===== config.mk =====
export PLATFORM = sky130hd
export DESIGN_NAME = syndrome_calc
export DESIGN_NICKNAME = d
export VERILOG_FILES = /design/src/rtl/syndrome_calc.sv
export SDC_FILE = /design/constraint.sdc
export NUM_CORES = 1
export LEC_CHECK = 0
export ABC_AREA = 0
export CAP_MARGIN = 30
export CORE_ASPECT_RATIO = 1.5
export CORE_MARGIN = 1
export CORE_UTILIZATION = 63
export DETAILED_ROUTE_END_ITERATION = 8
export GPL_ROUTABILITY_DRIVEN = 0
export MAX_ROUTING_LAYER = met4
export PLACE_DENSITY = 0.94
export SLEW_MARGIN = 30
export SYNTH_ARGS = -nofsm -noshare
export SYNTH_HDL_FRONTEND = slang
export SYNTH_SLANG_ARGS = --single-unit

===== constraint.sdc =====
create_clock -name i_clk -period 4.9 [get_ports i_clk]
set_clock_uncertainty 0.1 [all_clocks]
set_input_delay 0.49 -clock i_clk [delete_from_list [all_inputs] [get_ports i_clk]]
set_output_delay 0.49 -clock i_clk [all_outputs]
set_load 0.01 [all_outputs]

===== src/rtl/syndrome_calc.sv =====
// BCH syndrome calculator over GF(2^10): streams 8-bit beats and produces S1..S8 = r(alpha^j).
// Define SYN_SQUARE_EN to accumulate only the odd syndromes and derive the even ones by squaring.
module syndrome_calc #(
    parameter int unsigned MAX_BITS = 1023
) (
    input  logic       i_clk,
    input  logic       i_rst_n,
    input  logic       i_start,
    input  logic [7:0] i_data,
    input  logic       i_data_valid,
    input  logic       i_last,
    input  logic [2:0] i_last_cnt,
    output logic [9:0] o_S1,
    output logic [9:0] o_S2,
    output logic [9:0] o_S3,
    output logic [9:0] o_S4,
    output logic [9:0] o_S5,
    output logic [9:0] o_S6,
    output logic [9:0] o_S7,
    output logic [9:0] o_S8,
    output logic       o_valid,
    output logic       o_err_free,
    output logic       o_len_err,
    output logic       o_busy
);

    typedef enum logic [1:0] {StIdle, StAcc, StDone} state_e;

    function automatic logic [9:0] mul_alpha(input logic [9:0] x);
        return {x[8:0], 1'b0} ^ (x[9] ? 10'h009 : 10'h000);
    endfunction

    function automatic logic [9:0] mul_alpha_pow(input logic [9:0] x, input int p);
        logic [9:0] r;
        r = x;
        for (int n = 0; n < p; n++) r = mul_alpha(r);
        return r;
    endfunction

`ifdef SYN_SQUARE_EN
    localparam int NumAcc = 4;

    // Accumulator i holds S_(2i+1).
    function automatic int acc_pow(input int i);
        return 2 * i + 1;
    endfunction

    function automatic logic [9:0] gf_sq(input logic [9:0] x);
        logic [9:0] r;
        logic [9:0] p;
        r = '0;
        p = 10'h001;
        for (int i = 0; i < 10; i++) begin
            if (x[i]) r = r ^ p;
            p = mul_alpha(mul_alpha(p));
        end
        return r;
    endfunction
`else
    localparam int NumAcc = 8;

    function automatic int acc_pow(input int i);
        return i + 1;
    endfunction
`endif

    state_e                     state_q, state_d;
    logic [NumAcc-1:0][9:0]     acc_q, acc_d, acc_base, acc_step;
    logic [10:0]                cnt_q, cnt_d, cnt_base;
    logic [11:0]                cnt_sum;
    logic [3:0]                 nbits;
    logic                       valid_q, valid_d;
    logic                       pend_q, pend_d;
    logic                       err_free_q, err_free_d;
    logic                       len_err_q, len_err_d;
    logic                       beat_acc, done_now;

    assign beat_acc = i_data_valid && (i_start || state_q == StAcc);
    assign done_now = beat_acc && i_last;

    always_ff @(posedge i_clk or negedge i_rst_n) begin
        if (!i_rst_n) begin
            state_q <= StIdle;
        end else begin
            state_q <= state_d;
        end
    end

    always_comb begin
        state_d = state_q;
        if (i_start) begin
            state_d = done_now ? StDone : StAcc;
        end else begin
            unique case (state_q)
                StIdle:  state_d = StIdle;
                StAcc:   state_d = done_now ? StDone : StAcc;
                StDone:  state_d = StDone;
                default: state_d = StIdle;
            endcase
        end
    end

    always_comb begin
        o_busy = (state_q == StAcc);
    end

    always_comb begin
        nbits    = (i_last && i_last_cnt != 3'd0) ? {1'b0, i_last_cnt} : 4'd8;
        acc_base = i_start ? '0 : acc_q;
        acc_step = acc_base;
        // Horner steps MSB first; on the last beat only the top nbits bits are stepped.
        for (int b = 7; b >= 0; b--) begin
            if (8 - b <= int'(nbits)) begin
                for (int i = 0; i < NumAcc; i++) begin
                    acc_step[i] = mul_alpha_pow(acc_step[i], acc_pow(i)) ^ {9'b0, i_data[b]};
                end
            end
        end
        acc_d = beat_acc ? acc_step : acc_base;

        cnt_base = i_start ? 11'd0 : cnt_q;
        cnt_sum  = {1'b0, cnt_base} + 12'(nbits);
        cnt_d    = cnt_base;
        if (beat_acc) cnt_d = cnt_sum[11] ? 11'h7ff : cnt_sum[10:0];

        err_free_d = err_free_q;
        len_err_d  = len_err_q;
        valid_d    = valid_q;
        pend_d     = 1'b0;
        if (i_start) begin
            err_free_d = 1'b0;
            len_err_d  = 1'b0;
            valid_d    = 1'b0;
            // A word finished in the start cycle still shows o_valid low for one cycle.
            pend_d     = done_now;
        end else if (pend_q || done_now) begin
            valid_d = 1'b1;
        end
        if (done_now) begin
            // Squares of zero are zero, so the accumulated syndromes decide this alone.
            err_free_d = (acc_step == '0);
            len_err_d  = (32'(cnt_d) > MAX_BITS);
        end
    end

    always_ff @(posedge i_clk or negedge i_rst_n) begin
        if (!i_rst_n) begin
            acc_q      <= '0;
            cnt_q      <= '0;
            valid_q    <= 1'b0;
            pend_q     <= 1'b0;
            err_free_q <= 1'b0;
            len_err_q  <= 1'b0;
        end else begin
            acc_q      <= acc_d;
            cnt_q      <= cnt_d;
            valid_q    <= valid_d;
            pend_q     <= pend_d;
            err_free_q <= err_free_d;
            len_err_q  <= len_err_d;
        end
    end

`ifdef SYN_SQUARE_EN
    logic [9:0] sq2, sq4, sq6, sq8;
    assign sq2  = gf_sq(acc_q[0]);
    assign sq4  = gf_sq(sq2);
    assign sq6  = gf_sq(acc_q[1]);
    assign sq8  = gf_sq(sq4);
    assign o_S1 = acc_q[0];
    assign o_S2 = sq2;
    assign o_S3 = acc_q[1];
    assign o_S4 = sq4;
    assign o_S5 = acc_q[2];
    assign o_S6 = sq6;
    assign o_S7 = acc_q[3];
    assign o_S8 = sq8;
`else
    assign o_S1 = acc_q[0];
    assign o_S2 = acc_q[1];
    assign o_S3 = acc_q[2];
    assign o_S4 = acc_q[3];
    assign o_S5 = acc_q[4];
    assign o_S6 = acc_q[5];
    assign o_S7 = acc_q[6];
    assign o_S8 = acc_q[7];
`endif

    assign o_valid    = valid_q;
    assign o_err_free = err_free_q;
    assign o_len_err  = len_err_q;

endmodule


==> metrics.txt, run 1 <==
status=aborted with a tool error; Exit stage=global routing (5_1_grt); tool error=[ERROR GRT-0116] Global routing finished with congestion. Check the congestion regions in the DRC Viewer.; Die Y=202 µm; Rows=73; port bufs=99; Initial Utilization=63.9%; All-Layer GR Usage=96.0%; largest net degree at the start of global routing=82; Yosys reg bits=97; # IOs=100; cts bufs inserted=9; global-route wire length before repair=193,000 µm; number of global-route vias before repair=29.4k; die width=136 µm; dominant synthesized flop cell=dfrtp_1; Post-synth top cells=nand2_1, xnor2_1, o21ai_0; maximum buffer depth of the clock tree=2; DP Wirelength=69,700 µm; Mapped Cells=2,282; Seq/Total Area, Yosys=14.4%; Yosys top cell by area=dfrtp_1; Synth top area share=14.4%; post-synthesis cell type count=117; asr flop ratio synth=100%; Post-Syn Area=16,900 µm²; number of synthesized flops with an enable pin=0; htree depth=3; grt total ovfl=1,336; CTS sink cnt=97; syn nets=2,305; Area contributors post-synth=dfrtp_1, xnor2_1, o21ai_0; CTS Root Buffer Type=clkbuf_16; Syn Area/Cell=7.39 µm²; synth warn=0; most common cell in the netlist=nand2_1
[metal layers]
layer	overflow	GRT usage, %
met1	50	89.6
met5	-	-
met4	271	99.5
met3	80	81.1
met2	935	113
[logic make-up after synthesis]
group | count (synthesis) | synth area share (%)
xor+xnor | 326 | 19.0
compound gates | 730 | 29.7
simple gates | 769 | 22.7
flops | 97 | 14.4
buf+inv | 249 | 7.09
fa+ha+maj | 8 | 0.623
mux | 103 | 6.41
[what timing repair did]
action | 4_1_cts
buffers inserted | 12
setup endpoints to repair | 4
hold buffers | 0
pin swaps | 8
resized for setup | 48
[through the flow]
stage / std cells / setup WS (ns) / hold WS (ns) / cell area (µm²)
after detailed placement: 3084 / -0.762 / 0.418 / 21800
after global placement: 3084 / -0.445 / 0.398 / 21800
after floorplan: 2282 / 0.593 / 0.0944 / 16900
after CTS: 3112 / 0.0179 / 0.0672 / 22400
==> inputs of run 2 (changes only) <==
CORE_ASPECT_RATIO = default   (was 1.5)
CORE_UTILIZATION = 40   (was 63)
MAX_ROUTING_LAYER = default   (was met4)
PLACE_DENSITY = default   (was 0.94)
PLACE_DENSITY_LB_ADDON = 0.15   (was default)
==> metrics.txt, run 2 <==
Synth Area in XOR/XNOR=19.0% (unchanged); P_leak=0.0106 µW; CTS Root Buffer Type=clkbuf_16; fmax=207 MHz; number of DRC markers in iteration 0=3,683; Syn-to-layout area delta=43.5%; PwrDens=782 nW/µm²; Setup TNS=0 ns; Mapped Cells=2,282 (unchanged); Tot Pwr=18,900 µW; critical path arrival=5.10 ns; global-route wire length before repair=134,000 µm; Synth top area share=14.4% (unchanged); WS Path Type=in2reg; Seq/Total Area, Yosys=14.4% (unchanged); drt drc=0; Yosys top cell by area=dfrtp_1; fin crit period=4.83 ns; asr flop ratio synth=100% (unchanged); Yosys reg bits=97 (unchanged); Req. time, crit path=5.17 ns; die area=43,000 µm²; max FFs per register=11; DP Wirelength=70,400 µm (+1.0%); synth warn=0 (unchanged); port bufs=99 (unchanged); number of synthesized flops with an enable pin=0 (unchanged); register-to-register path setup slack=0.23 ns; CORE AREA=41,200 µm²; Rows=74 (+1.4%); Post-synth top cells=nand2_1, xnor2_1, o21ai_0; # IOs=100 (unchanged); Clk Latency, worst-skew pair=0.42 ns; worst slew pin tran=1.05 ns; mux share of post-synthesis cell area=6.41% (unchanged); Initial Utilization=40.9% (-23 points); Vias per Instance=6.59; CTS tree=done; Simple-Gate Fraction of Synth Area=22.7% (unchanged); Antenna Nets Post-Route=0; die width=207 µm (+53%); Post-Synth Adder-Cell Area=0.623% (unchanged); via count=22.6k; Crit. End Element=flip-flop; cts bufs inserted=9 (unchanged); Area contributors post-synth=dfrtp_1, xnor2_1, o21ai_0; All-Layer GR Usage=41.3%; most common cell after layout, fill and taps aside=buf_4; largest net degree at the start of global routing=131; Post-Syn Area=16,900 µm² (unchanged); # setup viols final=0; Tcrit/Tclk final=98.7%; htree depth=3 (unchanged); nets@finish=2,922; CP max FO=13; grt total ovfl=0; number of max-cap violations=0; type of the worst min-delay path=in2async; Peak VDD IR=0.476 mV; main combinational cell family by area after synthesis=compound AO/OA/AOI/OAI gates; Syn Area/Cell=7.39 µm² (unchanged); syn nets=2,305 (unchanged); most common cell in the netlist=nand2_1; Biggest register=cnt_q; compound-cell area share of the yosys netlist=29.7% (unchanged); max-slew violations=0; status=complete, no violations; crit start category=primary input; maximum buffer depth of the clock tree=2 (unchanged); post-synthesis cell type count=117 (unchanged); routed len/inst=27.0 µm; number of global-route vias before repair=20.7k; Die Y=207 µm (+2.4%); CTS sink cnt=97 (unchanged); Fin. Hold Viols=0; worst relative slew slack=30.1%; share of cells above drive strength 1=32.1%; Clk pin slew, worst setup/hold paths=0.09 ns; dominant synthesized flop cell=dfrtp_1; DR pass1 iterations=9; most frequent cells in the layout=buf_4, nand2_1, o21ai_0, xnor2_1, nor2_1; routed wire length=92,700 µm; initial antenna violation count=1
-- run 2: cells by family after synthesis --
logic type                 after synthesis
AOI/OAI and AO/OA                      730
xor gates and xnor gates               326
adders and majority gates                8
buffers and inverters                  249
DFF                                     97
muxes                                  103
and+or+nand+nor                        769
-- run 2: path summary, 6_finish.rpt --
check / start / end / cells past startpoint
min: i_rst_n / o_S2[7]$_DFF_PN0_ / 2
max: i_last / o_err_free$_DFFE_PN0P_ / 21
max in group asynchronous: i_rst_n / o_S5[3]$_DFF_PN0_ / 3
min in group i_clk: pend_q$_DFF_PN0_ / o_valid$_DFFE_PN0P_ / 2
min reg2reg: pend_q$_DFF_PN0_ / o_valid$_DFFE_PN0P_ / 2
max reg2reg: o_S4[0]$_DFF_PN0_ / o_err_free$_DFFE_PN0P_ / 18
-- run 2: area by class of cell --
type,count,area [µm²]
diodes,1,2.50
clock buffers,9,225
clock inverters,7,98.8
fillers,3753,17000
inverters,35,133
multi-input cells,1936,13900
flip-flops and latches,97,2430
well taps,532,666
repair buffers,820,6720
-- run 2: report_power, final --
| part | switching [µW] | internal [µW] |
|---|---|---|
| sequential | 559 | 1030 |
| clock | 459 | 376 |
| combinational | 8250 | 8230 |
-- run 2: critical path: stages --
cell and delay (ns):
clkdlybuf4s50_1 0.48, buf_6 0.15, buf_4 0.16, nand4bb_1 0.17, buf_4 0.26, nand3_1 0.24
buf_4 0.21, nor2_1 0.05, o22ai_1 0.32, o22ai_1 0.15, a221o_1 0.40, o21ai_0 0.17
buf_4 0.18, and3b_1 0.18, nand4_1 0.17, nor4_2 0.33, buf_4 0.18, nand4b_1 0.18
nor4_2 0.27, buf_4 0.16, a32o_1 0.16
-- run 2: routing by layer --
layer / vias up / GRT usage [%] / routed length [µm]
met2: 2011 / 57.0 / 35900
met1: 10600 / 55.6 / 36200
met3: 482 / 13.9 / 14000
met5: - / 0 / 0
met4: 0 / 23.3 / 6590
li1: 9579 / - / -
-- run 2: metrics by stage --
stage	util [%]	area (µm²)	hold WS, ns	setup slack [ns]	cells
detailed placement	55.9	23000	0.276	-0.806	3397
global route	58.7	24200	0.397	-0.0454	3436
global placement	55.9	23000	0.276	-0.698	3397
finish	58.7	24200	0.364	0.0661	3437
floorplan	-	16900	0.0944	0.593	2282
CTS	57.0	23500	0.382	0.00628	3418
-- run 2: timing repair --
action / in CTS / in global routing
gates cloned: 0 / 1
hold endpoints to repair: 14 / 0
gates resized for setup: 13 / 108
hold buffers: 1 / 0
pin swaps: 5 / 39
setup endpoints to repair: 1 / 2
setup buffers: 4 / 17
Note: power is estimated with default switching activity, not from simulation.
==> inputs of run 3 (changes only) <==
REMOVE_ABC_BUFFERS = 1   (was default)
==> metrics.txt, run 3 (same netlist as run 2, synthesis figures left out) <==
Worst path max stage delay=0.47 ns (about the same); WS Path Type=in2reg; # setup viols final=0 (unchanged); routed wire length=85,500 µm (-7.8%); DP Wirelength=64,400 µm (-8.5%); CTS Root Buffer Type=clkbuf_16; via count=21.7k (-4.3%); Initial Utilization=40.9% (unchanged); number of max-cap violations=0 (unchanged); CP max FO=10 (-3); maximum buffer depth of the clock tree=2 (unchanged); PwrDens=771 nW/µm² (-1.3%); Die Y=207 µm (unchanged); global-route wire length before repair=126,000 µm (-6.4%); Req. time, crit path=5.15 ns (-0.02 ns); Layout Cells excl Fill=3,343 (-2.7%); Clk pin slew, worst setup/hold paths=0.08 ns (about the same); nets@finish=2,828 (-3.2%); drt drc=0 (unchanged); Tot Pwr=18,100 µW (-4.1%); routed len/inst=25.6 µm (-5.2%); max FFs per register=11 (unchanged); fmax=207 MHz (-0.13%); status=complete, no violations; htree depth=3 (unchanged); cts bufs inserted=9 (unchanged); Fin. Hold Viols=0 (unchanged); CORE AREA=41,200 µm² (unchanged); P_leak=0.0101 µW (-4.2%); dpl cells=3,303 (-2.8%); R2R cell count=16 (-2); post-route setup slack=0.0600 ns (-0.00608 ns); Setup TNS=0 ns (unchanged); number of DRC markers in iteration 0=3,178 (-14%); worst flop-to-flop path endpoint=o_err_free$_DFFE_PN0P_; share of cells above drive strength 1=29.6% (-2.5 points); die area=43,000 µm² (unchanged); Antenna Nets Post-Route=0 (unchanged); Biggest register=cnt_q; crit-path cells=clkdlybuf4s50_1, buf_6, and4bb_2, nor2_4, buf_6, buf_4, nand3_2, xnor2_2, a221oi_2, buf_4, buf_4, xnor2_1, buf_4, mux2i_1, a211o_1, o21ai_0, nor4_4, nand4_1, nor4_4, a32o_1; CTS sink cnt=97 (unchanged); Syn-to-layout area delta=39.4%; Clk Latency, worst-skew pair=0.41 ns (about the same); number of global-route vias before repair=20.3k (-1.9%); register-to-register path setup slack=0.15 ns (-0.08 ns); hold_ws=0.0480 ns (-0.316 ns); Crit. End Element=flip-flop; Post-CTS Hold Fix Bufs=0 (-1); most common cell after layout, fill and taps aside=buf_4; Rows=74 (unchanged); dpl ws=-0.803 ns (+0.00304 ns); CTS tree=done; largest net degree at the start of global routing=131 (unchanged); worst slew pin tran=0.788 ns (-0.259 ns); DR pass1 iterations=9 (unchanged); type of the worst min-delay path=in2async; worst relative slew slack=47.1% (+17 points); critical path's slowest cell=clkdlybuf4s50_1; Tcrit/Tclk final=98.8% (+0.12 points); die width=207 µm (unchanged); Vias per Instance=6.48 (-1.6%); most frequent cells in the layout=buf_4, nand2_1, o21ai_0; port bufs=99 (unchanged); fin crit period=4.84 ns (+0.00608 ns); Peak VDD IR=0.558 mV (+17%); crit start category=primary input; crit path capture=o_err_free$_DFFE_PN0P_; Worst setup startpoint=i_last_cnt[2]; R2R Path Start=o_S4[9]$_DFF_PN0_; initial antenna violation count=2 (+1); Most common cell on crit path=buf_4; grt total ovfl=0 (unchanged); critical path arrival=5.09 ns (about the same); All-Layer GR Usage=38.3% (-3.0 points); max-slew violations=0 (unchanged); # IOs=100 (unchanged)
-- run 3: changes by cell type in the layout (fill, tap and decap cells not counted), sizes merged --
cell	change
dlygate4sd3	-1
buf	-94
bufinv	+1
clkbuf	+1
clkinvlp	+1
inv	-3
clkinv	+1
-- run 3: how the worst min path moves through the flow --
| stage | end | cells past startpoint | from | slack (ns) |
|---|---|---|---|---|
| after floorplan | cnt_q[0]$_DFF_PN0_ | 0 | i_rst_n | 0.09 |
| after global placement | o_len_err$_DFFE_PN0P_ | 2 | o_len_err$_DFFE_PN0P_ | 0.41 |
| after detailed placement | o_valid$_DFFE_PN0P_ | 2 | pend_q$_DFF_PN0_ | 0.43 |
| after CTS | o_S2[9]$_DFF_PN0_ | 1 | i_rst_n | 0.07 |
| after global routing | o_S2[5]$_DFF_PN0_ | 1 | i_rst_n | 0.11 |
| final | o_S2[9]$_DFF_PN0_ | 1 | i_rst_n | 0.05 |
-- run 3: routing by layer --
layer / global-route usage (%) / share of wire (%)
met5: 0 / 0
met4: 23.4 / 6.8
met3: 10.8 / 13
met2: 55.6 / 41
met1: 50.0 / 39
-- run 3: worst max-delay path: cells and delay by family --
kind	cells	cell delay [ns]
AND/OR/NAND/NOR	6	1.60
XOR/XNOR	2	0.31
multiplexers	1	0.29
buffers and inverters	7	1.41
AO/OA/AOI/OAI	4	0.96
-- run 3: what timing repair did --
| action | in CTS | in global routing |
|---|---|---|
| gates resized for setup | 12 | 96 |
| hold endpoints to repair | 0 | 0 |
| endpoints found under the setup margin | 1 | 4 |
| pin swaps | 3 | 32 |
| setup buffers | 0 | 21 |
| cloned | 0 | 2 |
-- run 3: metrics by stage --
step	utilization, %	instance area [µm²]
2_1_floorplan	-	15800
3_3_place_gp	54.3	22400
3_5_place_dp	54.3	22400
4_1_cts	55.2	22800
5_1_grt	57.1	23500
6_report	57.1	23500
-- run 3: where the power goes --
group	switching, µW	total, µW	internal [µW]
combinational	7840	15800	7960
sequential	501	1540	1040
clock	398	800	401
total	8740	18100	9390
-- run 3: cell type report --
class / count / area (µm²)
clock buffers: 9 / 225
clock inverters: 7 / 80.1
repair buffers: 726 / 6110
flip-flops and latches: 97 / 2430
inverters: 35 / 133
well taps: 532 / 666
multi-input cells: 1936 / 13900
diodes: 1 / 2.50
fillers: 3778 / 17700
